===== src/rtl/sdram_line_pkg.sv =====
// sdram_line_pkg: shared types and derived sizes for the SDRAM line port.
//   - state_e : burst sequencer states
//   - linewords()/cntwidth() : halfwords per line and word-counter width,
//     both derived from OFFSETWIDTH (log2 bytes per line)
//   - SDRAM address field widths (bank/row/column)
package sdram_line_pkg;

  typedef enum logic [2:0] {
    IDLE    = 3'd0,
    RDCMD   = 3'd1,
    RDBURST = 3'd2,
    WRCMD   = 3'd3,
    WRBURST = 3'd4
  } state_e;

  localparam int BANKW = 2;
  localparam int ROWW  = 13;
  localparam int COLW  = 9;

  // A line of 2**off bytes holds 2**(off-1) halfwords.
  function automatic int linewords(input int off);
    return 1 << (off - 1);
  endfunction

  // off bits span 0..2**(off-1) inclusive, so a full line count fits.
  function automatic int cntwidth(input int off);
    return off;
  endfunction

  localparam int DEF_OFFSETWIDTH = 5;
  localparam int LINEWORDS       = linewords(DEF_OFFSETWIDTH);
  localparam int CNTWIDTH        = cntwidth(DEF_OFFSETWIDTH);

endpackage


===== src/rtl/sdram_line_port_if.sv =====
// sdram_line_port_if: all request/data/command signals between the cache,
// the line port and the SDRAM controller.
//   slave  : the line port's view (cache requests in, burst commands out)
//   master : the environment's view (cache + SDRAM controller)
interface sdram_line_port_if #(parameter int ADDRWIDTH = 24);
  // cache side
  logic                 readreq;
  logic [ADDRWIDTH-1:0] readaddr;
  logic                 writereq;
  logic [ADDRWIDTH-1:0] writeaddr;
  logic [15:0]          data_to_ram;
  logic                 write;
  logic                 writeready;
  logic [15:0]          data_from_ram;
  logic                 read;
  logic                 readready;
  logic [1:0]           req_busy;
  logic                 overrun_err;
  // SDRAM controller side
  logic                 cmd_valid;
  logic                 cmd_ready;
  logic                 cmd_write;
  logic [ADDRWIDTH-1:0] cmd_addr;
  logic [15:0]          wr_data;
  logic                 wr_data_ready;
  logic [15:0]          rd_data;
  logic                 rd_data_valid;

  modport slave (
    input  readreq, readaddr, writereq, writeaddr, data_to_ram, write, read,
           cmd_ready, wr_data_ready, rd_data, rd_data_valid,
    output writeready, data_from_ram, readready, req_busy, overrun_err,
           cmd_valid, cmd_write, cmd_addr, wr_data
  );

  modport master (
    output readreq, readaddr, writereq, writeaddr, data_to_ram, write, read,
           cmd_ready, wr_data_ready, rd_data, rd_data_valid,
    input  writeready, data_from_ram, readready, req_busy, overrun_err,
           cmd_valid, cmd_write, cmd_addr, wr_data
  );
endinterface


===== src/rtl/sync_fifo.sv =====
// sync_fifo: single-clock first-word-fall-through FIFO.
//   clk, rst_n : clock, async active-low reset
//   push_i/din_i : write side (push while full is dropped)
//   pop_i        : read side (pop while empty is ignored)
//   dout_o       : head entry, 0 when empty
//   count_o      : occupancy 0..DEPTH
module sync_fifo #(
  parameter int WIDTH = 16,
  parameter int DEPTH = 16,
  parameter int CNTW  = $clog2(DEPTH + 1)
) (
  input  logic             clk,
  input  logic             rst_n,
  input  logic             push_i,
  input  logic [WIDTH-1:0] din_i,
  input  logic             pop_i,
  output logic [WIDTH-1:0] dout_o,
  output logic [CNTW-1:0]  count_o
);
  localparam int PTRW = (DEPTH > 1) ? $clog2(DEPTH) : 1;

  logic [WIDTH-1:0] mem_q [DEPTH];
  logic [PTRW-1:0]  wptr_q, rptr_q;
  logic [CNTW-1:0]  count_q, count_d;
  logic             full, empty, push_ok, pop_ok;

  assign full    = (count_q == CNTW'(DEPTH));
  assign empty   = (count_q == '0);
  assign push_ok = push_i & ~full;
  assign pop_ok  = pop_i & ~empty;

  always_comb begin
    count_d = count_q;
    case ({push_ok, pop_ok})
      2'b10:   count_d = count_q + 1'b1;
      2'b01:   count_d = count_q - 1'b1;
      default: count_d = count_q;
    endcase
  end

  always_ff @(posedge clk or negedge rst_n) begin
    if (!rst_n) begin
      wptr_q  <= '0;
      rptr_q  <= '0;
      count_q <= '0;
    end else begin
      if (push_ok) wptr_q <= (wptr_q == PTRW'(DEPTH - 1)) ? '0 : wptr_q + 1'b1;
      if (pop_ok)  rptr_q <= (rptr_q == PTRW'(DEPTH - 1)) ? '0 : rptr_q + 1'b1;
      count_q <= count_d;
    end
  end

  // Storage needs no reset: occupancy alone decides what is visible.
  always_ff @(posedge clk) begin
    if (push_ok) mem_q[wptr_q] <= din_i;
  end

  assign dout_o  = empty ? '0 : mem_q[rptr_q];
  assign count_o = count_q;
endmodule


===== src/rtl/sdram_line_port.sv =====
// sdram_line_port: bridges the cache controller to the SDRAM controller.
// Holds one line-fill and one eviction request, buffers one line each way,
// and issues whole-line burst commands, one outstanding at a time.
//   clock, reset_n : sole clock, async active-low reset
//   bus (slave)    : cache requests/data and SDRAM burst command/data
module sdram_line_port
  import sdram_line_pkg::*;
#(
  parameter int OFFSETWIDTH = 5,
  parameter int ADDRWIDTH   = 24
) (
  input  logic              clock,
  input  logic              reset_n,
  sdram_line_port_if.slave  bus
);
  localparam int WORDS = linewords(OFFSETWIDTH);
  localparam int CNTW  = cntwidth(OFFSETWIDTH);
  localparam logic [CNTW-1:0]      WORDS_C   = CNTW'(WORDS);
  localparam logic [CNTW-1:0]      LAST_C    = CNTW'(WORDS - 1);
  localparam logic [ADDRWIDTH-1:0] ADDR_MASK = ~ADDRWIDTH'((1 << OFFSETWIDTH) - 1);

  state_e               state_q, state_d;
  logic [CNTW-1:0]      cnt_q, cnt_d;
  logic                 rd_busy_q, wr_busy_q, overrun_q;
  logic [ADDRWIDTH-1:0] rd_addr_q, wr_addr_q;
  logic                 rd_take, wr_take, rd_done, wr_done;
  logic                 r_push, r_empty, w_pop, w_line_full;
  logic [CNTW-1:0]      r_count, w_count;
  logic [15:0]          w_head;

  assign rd_take = bus.readreq  & ~rd_busy_q;
  assign wr_take = bus.writereq & ~wr_busy_q;

  assign r_empty     = (r_count == '0);
  assign w_line_full = (w_count == WORDS_C);
  assign r_push      = (state_q == RDBURST) & bus.rd_data_valid;
  assign w_pop       = (state_q == WRBURST) & bus.wr_data_ready;

  sync_fifo #(.WIDTH(16), .DEPTH(WORDS), .CNTW(CNTW)) u_rfifo (
    .clk(clock), .rst_n(reset_n),
    .push_i(r_push), .din_i(bus.rd_data), .pop_i(bus.read),
    .dout_o(bus.data_from_ram), .count_o(r_count)
  );

  sync_fifo #(.WIDTH(16), .DEPTH(WORDS), .CNTW(CNTW)) u_wfifo (
    .clk(clock), .rst_n(reset_n),
    .push_i(bus.write), .din_i(bus.data_to_ram), .pop_i(w_pop),
    .dout_o(w_head), .count_o(w_count)
  );

  always_comb begin
    state_d = state_q;
    cnt_d   = cnt_q;
    rd_done = 1'b0;
    wr_done = 1'b0;
    case (state_q)
      // Requests arriving this cycle count as busy so the command can
      // go out the cycle right after the request edge. The write side
      // also waits for the read FIFO to drain, keeping fills in order.
      IDLE: begin
        if ((rd_busy_q | bus.readreq) && r_empty)
          state_d = RDCMD;
        else if ((wr_busy_q | bus.writereq) && w_line_full && r_empty)
          state_d = WRCMD;
      end
      RDCMD: if (bus.cmd_ready) begin state_d = RDBURST; cnt_d = '0; end
      WRCMD: if (bus.cmd_ready) begin state_d = WRBURST; cnt_d = '0; end
      RDBURST: if (bus.rd_data_valid) begin
        cnt_d = (cnt_q == WORDS_C) ? cnt_q : cnt_q + 1'b1;
        if (cnt_q == LAST_C) begin rd_done = 1'b1; state_d = IDLE; end
      end
      WRBURST: if (bus.wr_data_ready) begin
        cnt_d = (cnt_q == WORDS_C) ? cnt_q : cnt_q + 1'b1;
        if (cnt_q == LAST_C) begin wr_done = 1'b1; state_d = IDLE; end
      end
      default: state_d = IDLE;
    endcase
  end

  always_ff @(posedge clock or negedge reset_n) begin
    if (!reset_n) begin
      state_q   <= IDLE;
      cnt_q     <= '0;
      rd_busy_q <= 1'b0;
      wr_busy_q <= 1'b0;
      rd_addr_q <= '0;
      wr_addr_q <= '0;
      overrun_q <= 1'b0;
    end else begin
      state_q <= state_d;
      cnt_q   <= cnt_d;
      if (rd_take) begin
        rd_busy_q <= 1'b1;
        rd_addr_q <= bus.readaddr & ADDR_MASK;
      end else if (rd_done) begin
        rd_busy_q <= 1'b0;
      end
      if (wr_take) begin
        wr_busy_q <= 1'b1;
        wr_addr_q <= bus.writeaddr & ADDR_MASK;
      end else if (wr_done) begin
        wr_busy_q <= 1'b0;
      end
      if ((bus.readreq & rd_busy_q) | (bus.writereq & wr_busy_q) |
          (bus.rd_data_valid & (state_q != RDBURST)))
        overrun_q <= 1'b1;
    end
  end

  assign bus.writeready  = ~w_line_full;
  assign bus.readready   = ~r_empty;
  assign bus.req_busy    = {wr_busy_q, rd_busy_q};
  assign bus.overrun_err = overrun_q;
  assign bus.cmd_valid   = (state_q == RDCMD) | (state_q == WRCMD);
  assign bus.cmd_write   = (state_q == WRCMD);
  assign bus.cmd_addr    = (state_q == RDCMD) ? rd_addr_q :
                           (state_q == WRCMD) ? wr_addr_q : '0;
  assign bus.wr_data     = (state_q == WRBURST) ? w_head : 16'h0000;
endmodule


===== src/flat_wrapper.sv =====
// flat-port wrapper written by rule: the top's interface ports become plain ports
module sdram_line_port_flat import sdram_line_pkg::*;
#(
  parameter int OFFSETWIDTH = 5,
  parameter int ADDRWIDTH   = 24
)
  (clock, reset_n, bus_readreq, bus_readaddr, bus_writereq, bus_writeaddr, bus_data_to_ram, bus_write, bus_read, bus_cmd_ready, bus_wr_data_ready, bus_rd_data, bus_rd_data_valid, bus_writeready, bus_data_from_ram, bus_readready, bus_req_busy, bus_overrun_err, bus_cmd_valid, bus_cmd_write, bus_cmd_addr, bus_wr_data);
  sdram_line_port_if #(.ADDRWIDTH(ADDRWIDTH)) bus_i ();
  input  logic clock;
  input  logic reset_n;
  input wire logic [$bits(bus_i.readreq)-1:0] bus_readreq;
  input wire logic [$bits(bus_i.readaddr)-1:0] bus_readaddr;
  input wire logic [$bits(bus_i.writereq)-1:0] bus_writereq;
  input wire logic [$bits(bus_i.writeaddr)-1:0] bus_writeaddr;
  input wire logic [$bits(bus_i.data_to_ram)-1:0] bus_data_to_ram;
  input wire logic [$bits(bus_i.write)-1:0] bus_write;
  input wire logic [$bits(bus_i.read)-1:0] bus_read;
  input wire logic [$bits(bus_i.cmd_ready)-1:0] bus_cmd_ready;
  input wire logic [$bits(bus_i.wr_data_ready)-1:0] bus_wr_data_ready;
  input wire logic [$bits(bus_i.rd_data)-1:0] bus_rd_data;
  input wire logic [$bits(bus_i.rd_data_valid)-1:0] bus_rd_data_valid;
  output wire logic [$bits(bus_i.writeready)-1:0] bus_writeready;
  output wire logic [$bits(bus_i.data_from_ram)-1:0] bus_data_from_ram;
  output wire logic [$bits(bus_i.readready)-1:0] bus_readready;
  output wire logic [$bits(bus_i.req_busy)-1:0] bus_req_busy;
  output wire logic [$bits(bus_i.overrun_err)-1:0] bus_overrun_err;
  output wire logic [$bits(bus_i.cmd_valid)-1:0] bus_cmd_valid;
  output wire logic [$bits(bus_i.cmd_write)-1:0] bus_cmd_write;
  output wire logic [$bits(bus_i.cmd_addr)-1:0] bus_cmd_addr;
  output wire logic [$bits(bus_i.wr_data)-1:0] bus_wr_data;
  assign bus_i.readreq = bus_readreq;
  assign bus_i.readaddr = bus_readaddr;
  assign bus_i.writereq = bus_writereq;
  assign bus_i.writeaddr = bus_writeaddr;
  assign bus_i.data_to_ram = bus_data_to_ram;
  assign bus_i.write = bus_write;
  assign bus_i.read = bus_read;
  assign bus_i.cmd_ready = bus_cmd_ready;
  assign bus_i.wr_data_ready = bus_wr_data_ready;
  assign bus_i.rd_data = bus_rd_data;
  assign bus_i.rd_data_valid = bus_rd_data_valid;
  assign bus_writeready = bus_i.writeready;
  assign bus_data_from_ram = bus_i.data_from_ram;
  assign bus_readready = bus_i.readready;
  assign bus_req_busy = bus_i.req_busy;
  assign bus_overrun_err = bus_i.overrun_err;
  assign bus_cmd_valid = bus_i.cmd_valid;
  assign bus_cmd_write = bus_i.cmd_write;
  assign bus_cmd_addr = bus_i.cmd_addr;
  assign bus_wr_data = bus_i.wr_data;
  sdram_line_port #(.OFFSETWIDTH(OFFSETWIDTH), .ADDRWIDTH(ADDRWIDTH)) u_core (.clock(clock), .reset_n(reset_n), .bus(bus_i));
endmodule

===== config.mk =====
export PLATFORM = sky130hd
export DESIGN_NAME = sdram_line_port_flat
export DESIGN_NICKNAME = d
export VERILOG_FILES = /design/src/rtl/sdram_line_pkg.sv /design/src/rtl/sdram_line_port_if.sv /design/src/rtl/sync_fifo.sv /design/src/rtl/sdram_line_port.sv /design/src/flat_wrapper.sv
export SDC_FILE = /design/constraint.sdc
export NUM_CORES = 1
export LEC_CHECK = 0
export CORE_MARGIN = 4
export CORE_UTILIZATION = 60
export DETAILED_ROUTE_END_ITERATION = 16
export GPL_ROUTABILITY_DRIVEN = 1
export PLACE_DENSITY = 0.81
export SLEW_MARGIN = 30
export SYNTH_ARGS = -nofsm -noshare
export SYNTH_HDL_FRONTEND = slang
export SYNTH_SLANG_ARGS = --single-unit

===== constraint.sdc =====
create_clock -name clock -period 4.3 [get_ports clock]
set_input_delay 0.645 -clock clock [delete_from_list [all_inputs] [get_ports clock]]
set_output_delay 0.645 -clock clock [all_outputs]
set_load 0.005 [all_outputs]

==> impl_metrics.csv <==
group,metric,value,unit
critical_path,slowest_stage,"dfrtp_4",
grt,overflow,0,
timing,setup-violations-final,0,
die,initial_core_util,0.610,
clock_network,cts_buffer_depth,3,
critical_path,endpoint_kind,"primary output",
timing,hold_violations,0,
die,pin_count,152,
die,die-width,207,µm
critical_path,path_buf_inv,2,
hold_path,min_path_type,"in2async",
drt,dr.pass1.iters,5,
drt,viasPerCell,6.28,
final_layout,fill_cells,2245,
grt,grt_pass1_vias,12600,
final_layout,antenna_cells,0,
placement,pre_cts_ws,0.978,ns
final_layout,syn2layout_area_growth,16.4,%
clock_network,clk_pin_slew,0.07,ns
final_layout,multiInputGateArea,0.00604,mm²
status,status,"completed",
placement,gp_congestion,0.796,
critical_path,crit_family,"flip-flops",
synthesis,syn_area,0.0237,mm²
synthesis,yosysTopAreaCellShare,0.649,
timing,finClkSkew,0.0204,ns
critical_path,slowest_delay,0.89,ns
placement,placed_area,0.0258,mm²
final_layout,nNetsFinal,1481,
clock_network,insertion_delay,0.60,ns
drt,final_antenna_net_count,0,
final_layout,final_util,0.710,
timing,relSlewSlack,0.374,
synthesis,synth_cells,1193,
synthesis,yosysTopAreaCell,"edfxtp_1",
clock_network,cts_sinks,587,
synthesis,ys_types,64,
grt,grt_max_degree,76,
final_layout,drive_gt1_frac,0.245,
synthesis,ys_warn_count,0,
timing,tightestPinTransition,0.939,ns
synthesis,netlist_top_cells_count,"edfxtp_1, mux4_2, mux2i_1",
synthesis,yosysMostFrequentCell,"edfxtp_1",
synthesis,avgSynthCellArea,19.9,µm²
synthesis,synthXorXnorAreaFrac,0.00629,
drt,totalWireLength,50.7,mm
critical_path,worstPathRequired,3.65,ns
pwr,finalPower,0.0159,W
die,die_area,0.0427,mm²
pwr,leakagePower,9.23,nW
clock_network,numCtsBuffers,54,
synthesis,synth_area_leaders,"edfxtp_1, mux4_2, dfrtp_1",
final_layout,regArea,0.0173,mm²
timing,rsz0062_at_grt,"no",
drt,drt_iter0_drc,1181,
timing,worst_slack,0.403,ns
final_layout,stdcell_area,0.0276,mm²
critical_path,critPathKind,"reg2out",
clock_network,cts_tree,"done",
timing,clock.fmax,0.257,GHz
die,core_area,0.0388,mm²
placement,port_buffers,136,
grt,grt_first_pass_wirelength,76.2,mm
timing,period_minus_slack,3.90,ns
pwr,power_density,577,mW/mm²
synthesis,synthSimpleGateAreaFrac,0.0305,
grt,grt_antenna_before_repair,0,
grt,grt_util_all_layers,0.240,
synthesis,synthAdderAreaFrac,0.0100,
synthesis,ys_seq_area_frac,0.728,
critical_path,critPathMaxFanout,33,
clock_network,post_cts_resized,0,
flow_run,max_cap_viol_count,0,
pwr,vdd.ir_drop.worst,0.371,mV
drt,wl_per_cell,26.2,µm
clock_network,cts_setup_buffers,0,
clock_network,hold_buffers,0,
timing,period_share,0.906,
synthesis,postSynthRegisterBits,587,
drt,vias,12100,
placement,dp_hpwl,29.3,mm
critical_path,worstPathCellList,"buf_4 -> mux4_2 -> mux2i_1 -> o22ai_1 -> clkdlybuf4s50_1",
clock_network,root_buffer,"clkbuf_16",
critical_path,arrival,3.25,ns
synthesis,async_flop_share,0.128,
die,die_y,207,µm
critical_path,critPathLaunchType,"flip-flop",
drt,drc_errors,0,
synthesis,synth-main-ff-cell,"edfxtp_1",
synthesis,synthMuxAreaShare,0.177,
clock_network,h-tree-depth,2,
timing,drv_slew,0,
synthesis,synth_compound_area_frac,0.0279,
synthesis,synth-edff-count,512,
timing,setup_tns,0,ns
synthesis,synth_top_family_by_area,"multiplexers",
die,rows,72,
[metrics by stage]
stage	std cells	hold slack, ns
finish	1932	0.0532
global route	1932	0.118
CTS	1932	0.222
detailed placement	1835	0.472
global placement	1835	0.466
floorplan	1197	0.349
[final cells by class]
cell class / instances / share of cell area
multi-input combinational: 519 / 0.219
sequential: 587 / 0.626
tap: 518 / 0.0235
inverter: 20 / 0.00272
clock inverter: 34 / 0.0115
clock buffer: 63 / 0.0513
timing repair buffer: 191 / 0.0657
[cells in the final DEF (no fill, tap or decap), types with 7 or more instances in the layout]
cell type,synthesis,routed
a21oi_1,7,7
and2_1,17,17
buf_4,20,52
clkbuf_16,0,54
clkdlybuf4s50_1,0,135
clkinv_1,0,11
clkinv_2,0,12
dfrtp_1,75,69
edfxtp_1,512,512
ha_1,19,19
inv_1,19,19
mux2_2,42,42
mux2i_1,83,83
mux4_2,128,128
nand2_1,18,18
nand2b_1,8,8
nand3_1,8,8
nor2_1,40,28
nor2_2,0,12
o21ai_0,13,13
o22ai_1,34,34
xnor2_1,8,8
xor2_1,9,9
[routing by layer]
layer / share of wire / GRT usage
met4: 0.023 / 0.0639
met2: 0.50 / 0.398
met5: 0 / 0
met3: 0.091 / 0.0597
met1: 0.38 / 0.327
[path summary, 6_finish.rpt]
| check | start | to | slack (ns) | depth (start not counted) |
|---|---|---|---|---|
| min in group clock | u_core.bus.overrun_err | u_core.bus.overrun_err | 0.48 | 2 |
| min reg2reg | u_core.bus.overrun_err | u_core.bus.overrun_err | 0.48 | 2 |
| min | reset_n | u_core.wr_addr_q[13] | 0.05 | 1 |
| max in group asynchronous | reset_n | u_core.u_wfifo.rptr_q[0] | 3.69 | 1 |
| max reg2reg | u_core.state_q[2] | u_core.u_wfifo.count_o[4] | 1.03 | 10 |
| max | u_core.u_wfifo.rptr_q[0] | bus_wr_data[6] | 0.40 | 5 |
[registers in the layout (all words and copies together) (netlist names)]
| register | flops |
|---|---|
| u_core.u_rfifo.mem_q | 256 |
| u_core.u_wfifo.rptr_q | 4 |
| u_core.wr_addr_q | 19 |
| u_core.cnt_q | 5 |
| u_core.rd_busy_q | 1 |
| u_core.u_wfifo.count_o | 5 |
| u_core.rd_addr_q | 19 |
| u_core.u_rfifo.rptr_q | 4 |
| u_core.u_wfifo.mem_q | 256 |
| u_core.wr_busy_q | 1 |
| u_core.state_q | 3 |
| u_core.u_wfifo.wptr_q | 4 |
| u_core.u_rfifo.count_o | 5 |
| u_core.u_rfifo.wptr_q | 4 |
| u_core.bus.overrun_err | 1 |
[kinds of logic (layout without fill, tap and decap cells)]
family	count (synthesis)	after routing
flip-flops	587	587
multiplexers	254	254
AND/OR/NAND/NOR	130	130
AO/OA/AOI/OAI	94	94
buffers and inverters	91	308
adder cells (fa/ha/maj)	19	19
XOR/XNOR	17	17
other	1	5
[report_power, final]
| part | internal [W] | switching [W] | leakage (nW) |
|---|---|---|---|
| clock network | 0.00265 | 0.00202 | 0.846 |
| registers | 0.00683 | 0.000549 | 5.53 |
| logic | 0.00205 | 0.00182 | 2.85 |
| total | 0.0115 | 0.00439 | 9.23 |
[worst register-to-register path: stages (launching register included)]
cell and delay, ns:
dfrtp_1 0.57, nor3b_2 0.58, o211ai_2 0.28, inv_2 0.16, ha_1 0.33, xor2_1 0.18, ha_1 0.23, a21o_1 0.13
a22oi_1 0.09, o211a_1 0.22, a2111oi_0 0.38
No activity file was read; power rests on OpenSTA's default activity.
